===== src/rtl/wall_erase_scheduler.sv =====
// rtl/wall_erase_scheduler.sv - two-requester wall-cell erase queue and erase sequencer.
// Optional build macro WES_DEDUP_EN: requests matching a queued cell are accepted but not stored.
module wall_erase_scheduler #(
  parameter int DEPTH = 8
) (
  input  logic       clk,
  input  logic       reset,
  input  logic       req0_valid,
  input  logic [7:0] req0_xy,
  output logic       req0_ready,
  input  logic       req1_valid,
  input  logic [7:0] req1_xy,
  output logic       req1_ready,
  output logic       bus_req,
  input  logic       bus_gnt,
  output logic       erase_en,
  output logic [7:0] erase_xy,
  input  logic       erase_finish,
  output logic       erase_done,
  output logic [4:0] pending,
  output logic       busy
);

  localparam int PW = (DEPTH > 1) ? $clog2(DEPTH) : 1;

  typedef enum logic [1:0] {
    S_IDLE  = 2'd0,
    S_ERASE = 2'd1,
    S_DONE  = 2'd2
  } state_t;

  state_t        state_q, state_d;
  logic [7:0]    mem_q [DEPTH];
  logic [PW-1:0] head_q, head_d;
  logic [PW-1:0] tail_q, tail_d;
  logic [4:0]    count_q, count_d;
  logic          rr_last_q, rr_last_d;

  logic       pop;
  logic       full;
  logic       can_push;
  logic       sel1;
  logic       accept;
  logic       dup;
  logic       store;
  logic [7:0] push_xy;

  // The DONE-cycle pop frees the head slot, so a full queue may take a push that same cycle.
  assign pop      = (state_q == S_DONE);
  assign full     = (count_q == 5'(DEPTH));
  assign can_push = !full || pop;

  // rr_last_q=1 means requester 1 won last, so requester 0 takes the next tie.
  assign sel1       = req1_valid && (!req0_valid || !rr_last_q);
  assign req0_ready = can_push && req0_valid && !sel1;
  assign req1_ready = can_push && req1_valid && sel1;
  assign accept     = req0_ready || req1_ready;
  assign push_xy    = sel1 ? req1_xy : req0_xy;

`ifdef WES_DEDUP_EN
  logic [DEPTH-1:0] hit;

  for (genvar g = 0; g < DEPTH; g++) begin : g_dup
    logic [PW-1:0] slot;
    assign slot   = head_q + PW'(g);
    assign hit[g] = (5'(g) < count_q) && (mem_q[slot] == push_xy);
  end

  assign dup = |hit;
`else
  assign dup = 1'b0;
`endif

  assign store = accept && !dup;

  always_comb begin
    head_d    = head_q;
    tail_d    = tail_q;
    count_d   = count_q;
    rr_last_d = rr_last_q;
    if (store) begin
      tail_d = tail_q + PW'(1);
    end
    if (pop) begin
      head_d = head_q + PW'(1);
    end
    if (accept) begin
      rr_last_d = sel1;
    end
    case ({store, pop})
      2'b10:   count_d = count_q + 5'd1;
      2'b01:   count_d = count_q - 5'd1;
      default: count_d = count_q;
    endcase
  end

  always_comb begin
    state_d    = state_q;
    bus_req    = 1'b0;
    erase_en   = 1'b0;
    erase_xy   = 8'h00;
    erase_done = 1'b0;
    case (state_q)
      S_IDLE: begin
        bus_req = (count_q != 5'd0);
        if ((count_q != 5'd0) && bus_gnt) begin
          state_d = S_ERASE;
        end
      end
      S_ERASE: begin
        bus_req  = 1'b1;
        erase_en = 1'b1;
        erase_xy = mem_q[head_q];
        if (erase_finish) begin
          state_d = S_DONE;
        end
      end
      S_DONE: begin
        erase_done = 1'b1;
        state_d    = S_IDLE;
      end
      default: state_d = S_IDLE;
    endcase
  end

  assign pending = count_q;
  assign busy    = (state_q != S_IDLE);

  always_ff @(posedge clk) begin
    if (reset) begin
      state_q   <= S_IDLE;
      head_q    <= '0;
      tail_q    <= '0;
      count_q   <= 5'd0;
      rr_last_q <= 1'b1;
      for (int i = 0; i < DEPTH; i++) begin
        mem_q[i] <= 8'h00;
      end
    end else begin
      state_q   <= state_d;
      head_q    <= head_d;
      tail_q    <= tail_d;
      count_q   <= count_d;
      rr_last_q <= rr_last_d;
      if (store) begin
        mem_q[tail_q] <= push_xy;
      end
    end
  end

endmodule

===== config.mk =====
export PLATFORM = sky130hd
export DESIGN_NAME = wall_erase_scheduler
export DESIGN_NICKNAME = d
export VERILOG_FILES = /design/src/rtl/wall_erase_scheduler.sv
export SDC_FILE = /design/constraint.sdc
export NUM_CORES = 1
export LEC_CHECK = 0
export ABC_CLOCK_PERIOD_IN_PS = 3250
export CORE_MARGIN = 10
export CORE_UTILIZATION = 55
export CTS_CLUSTER_SIZE = 8
export DETAILED_ROUTE_END_ITERATION = 8
export PLACE_DENSITY = 0.78
export SYNTH_ARGS = -nofsm -noshare
export SYNTH_HDL_FRONTEND = slang
export SYNTH_SLANG_ARGS = --single-unit

===== constraint.sdc =====
create_clock -name clk -period 3.25 [get_ports clk]
set_clock_uncertainty 0.1 [all_clocks]
set_input_delay 0.65 -clock clk [delete_from_list [all_inputs] [get_ports clk]]
set_output_delay 0.65 -clock clk [all_outputs]
set_load 0.01 [all_outputs]

==> flow_metrics.py <==
metrics = {
    "status": {
        "status": "finished clean",
    },
    "floorplanning": {
        "dieHeight_um": 102,
        "io_pins": 41,
        "num_rows": 29,
        "die-area_mm2": 0.0105,
        "core_area_mm2": 0.00646,
        "start_util_pct": 57.8,
        "die_x_um": 102,
    },
    "setup_path": {
        "worstSetupPathType": "reg -> out",
        "r2r-start": "pending[0]",
        "cp.required_ns": 2.50,
        "path_max_fanout": 16,
        "path_cells": "buf_4 > mux4_2 > mux2i_1 > nor2_1 > clkdlybuf4s50_1",
        "worst_setup_path_end_kind": "output port",
        "r2r_end": "pending[4]",
        "cp-start-kind": "register",
        "regToRegSetupSlack_ns": 0.55,
        "reg2regPathDepth": 9,
        "slowest_stage": "mux4_2",
        "worstPathArrival_ns": 2.29,
        "crit_path_max_incr_delay_ns": 0.55,
    },
    "synth": {
        "synth.distinct_cells": 39,
        "synth_top_area_share_pct": 51.5,
        "synth_xor_area_share_pct": 1.17,
        "synth-async-reset-ratio_pct": 0,
        "synth-simple-area-share_pct": 15.9,
        "yosys.area.top_type": "edfxtp_1",
        "synthMuxAreaShare_pct": 14.5,
        "synth_compound_area_share_pct": 3.22,
        "synth.most_common_cell": "nor2_1",
        "avgSynthCellArea_um2": 13.0,
        "yosys-top-cells-area": "edfxtp_1 (51%), mux4_2 (9.7%), dfxtp_1 (9.1%), nor2_1 (8.7%), mux2i_1 (4.8%)",
        "synth_ff_type": "edfxtp_1",
        "yosys-top-cells-count": "nor2_1 (87), edfxtp_1 (64), mux2i_1 (18)",
        "synth_enable_flop_cells": 64,
        "synth_seq_cells": 81,
        "syn_area_mm2": 0.00373,
        "synth_nets": 317,
        "ys_seq_area_share_pct": 60.6,
        "synthAdderAreaFrac_pct": 2.55,
        "synthCells": 288,
        "synth_top_family_by_area": "simple AND/OR/NAND/NOR gates",
        "ys_warn_count": 0,
    },
    "timing": {
        "setup-violations-final": 0,
        "hold_viol_final": 0,
        "fmax_mhz": 329,
        "maxSlewHeadroom_pct": 56.1,
        "fin_crit_sh_pct": 93.4,
        "timing.hold.ws_ns": 0.385,
        "tightest_slew_ns": 0.640,
        "tns_ns": 0,
        "finalMaxSlewViolations": 0,
        "rsz0062_at_grt": "false",
        "period_needed_ns": 3.04,
    },
    "final_layout": {
        "num-nets-final": 375,
        "fill_cells": 466,
        "num_antenna_cells": 0,
        "syn2layout_area_growth_pct": 20.8,
        "layout-drive-gt1-share_pct": 16.5,
    },
    "power_and_ir_drop": {
        "power.leakage_nw": 1.64,
        "power.density_mw_per_mm2": 495,
        "ir_drop_mv": 0.260,
    },
    "routing": {
        "vias": 2393,
        "dr.pass1.iters": 7,
        "postRouteAntennaNets": 0,
        "wire_per_inst_um": 17.8,
        "drt-total-wl_um": 7630,
        "route.detailed.drc": 0,
        "avgViaCountPerCell": 5.59,
        "drt-initial-drc-count": 119,
    },
    "clocking": {
        "h-tree-depth": 3,
        "clockBufferDepth": 2,
        "hold_buffers": 0,
        "cts_setup_buffers": 0,
        "insertion_delay_ns": 0.35,
        "post_cts_resized": 0,
        "root_buffer": "clkbuf_8",
        "cts_tree": "done",
        "cts.clk_slew.worst_paths_ns": 0.08,
        "clock_sinks": 81,
        "cts_buffers": 9,
    },
    "place": {
        "dpl.hpwl_um": 5450,
        "port_buffers": 40,
        "finalWeightedCongestion": 0.783,
    },
    "global_routing": {
        "globalRoute.totalOverflow": 0,
        "grt_max_degree": 18,
        "grt_pass1_wl_um": 12000,
        "antenna_found_initial": 0,
        "grt_pass1_vias": 2376,
        "grtUsageTotal_pct": 15.3,
    },
    "hold_path": {
        "hold_path.startpoint": "head_q[1]",
        "hold_path_depth": 2,
        "hold_path.class": "reg -> reg",
    },
    "flow_run": {
        "cap_violations": 0,
    },
}
## per-layer routing
layer | track usage (%) | up-vias | wire length, um
met3 | 3.24 | 10 | 397
li1 | - | 1157 | -
met2 | 26.0 | 66 | 3950
met4 | 7.59 | 0 | 148
met5 | 0 | - | 0
met1 | 18.0 | 1160 | 3130
## critical path, delay by kind of cell (launching register included)
kind          cells  cell delay, ns
buf+inv           2            0.80
mux               2            0.76
flops             1            0.31
simple gates      1            0.06
## area by class of cell
type	count	area [um2]	share of cell area, %
timing repair buffer	60	551	12.2
sequential	81	2260	50.2
tap	77	96.3	2.14
inverter	5	18.8	0.416
clock inverter	6	58.8	1.30
multi-input combinational	189	1390	30.9
clock buffer	10	128	2.83
## worst max path at each step
stage	startpoint	end	slack, ns	cells after the start
2_1_floorplan	req1_valid	pending[4]	0.64	9
3_3_place_gp	req0_valid	pending[4]	0.16	10
3_5_place_dp	req1_valid	pending[4]	0.04	10
4_1_cts	register	erase_xy[5]	0.17	5
5_1_grt	register	erase_xy[5]	0.10	5
6_report	register	erase_xy[5]	0.21	5
## power by group
part / total (mW) / internal [mW] / switching, mW
clock: 0.694 / 0.350 / 0.345
sequential: 1.22 / 1.18 / 0.0345
combinational: 0.319 / 0.160 / 0.160
## metrics by stage
stage	instances	setup WS [ns]	utilization, %	total power, mW	cell area (um2)
6_report	428	0.214	69.8	2.23	4510
5_1_grt	428	0.104	69.8	2.31	4510
4_1_cts	428	0.165	69.8	2.24	4510
3_5_place_dp	412	0.0409	66.9	1.56	4320
3_3_place_gp	412	0.164	66.9	1.55	4320
2_1_floorplan	288	0.637	-	1.42	3730
## sequential cells by signal (all words and copies together), names as in the netlist, named ones only
register   flops
state_q        2
rr_last_q      1
head_q         3
mem_q         64
pending        5
tail_q         3
## placed cells by master (no fill, tap or decap), drive strengths merged, types with 5 or more instances in the layout
cell type / synthesis / layout
ha: 6 / 6
clkbuf: 5 / 10
mux4: 16 / 16
a21oi: 7 / 7
clkdlybuf4s50: 0 / 40
buf: 8 / 20
nand2: 7 / 7
mux2i: 18 / 18
nor2: 87 / 87
edfxtp: 64 / 64
inv: 5 / 5
nand2b: 11 / 11
dfxtp: 17 / 17
nand3: 7 / 7
## cells by family (layout without fill, tap and decap cells)
| kind of cell | Yosys count | count (layout) |
|---|---|---|
| XOR/XNOR | 5 | 5 |
| buffers and inverters | 18 | 81 |
| multiplexers | 34 | 34 |
| adder cells (fa/ha/maj) | 7 | 7 |
| flip-flops | 81 | 81 |
| AO/OA/AOI/OAI | 17 | 17 |
| AND/OR/NAND/NOR | 126 | 126 |
Power figures use the tool's default switching activity.
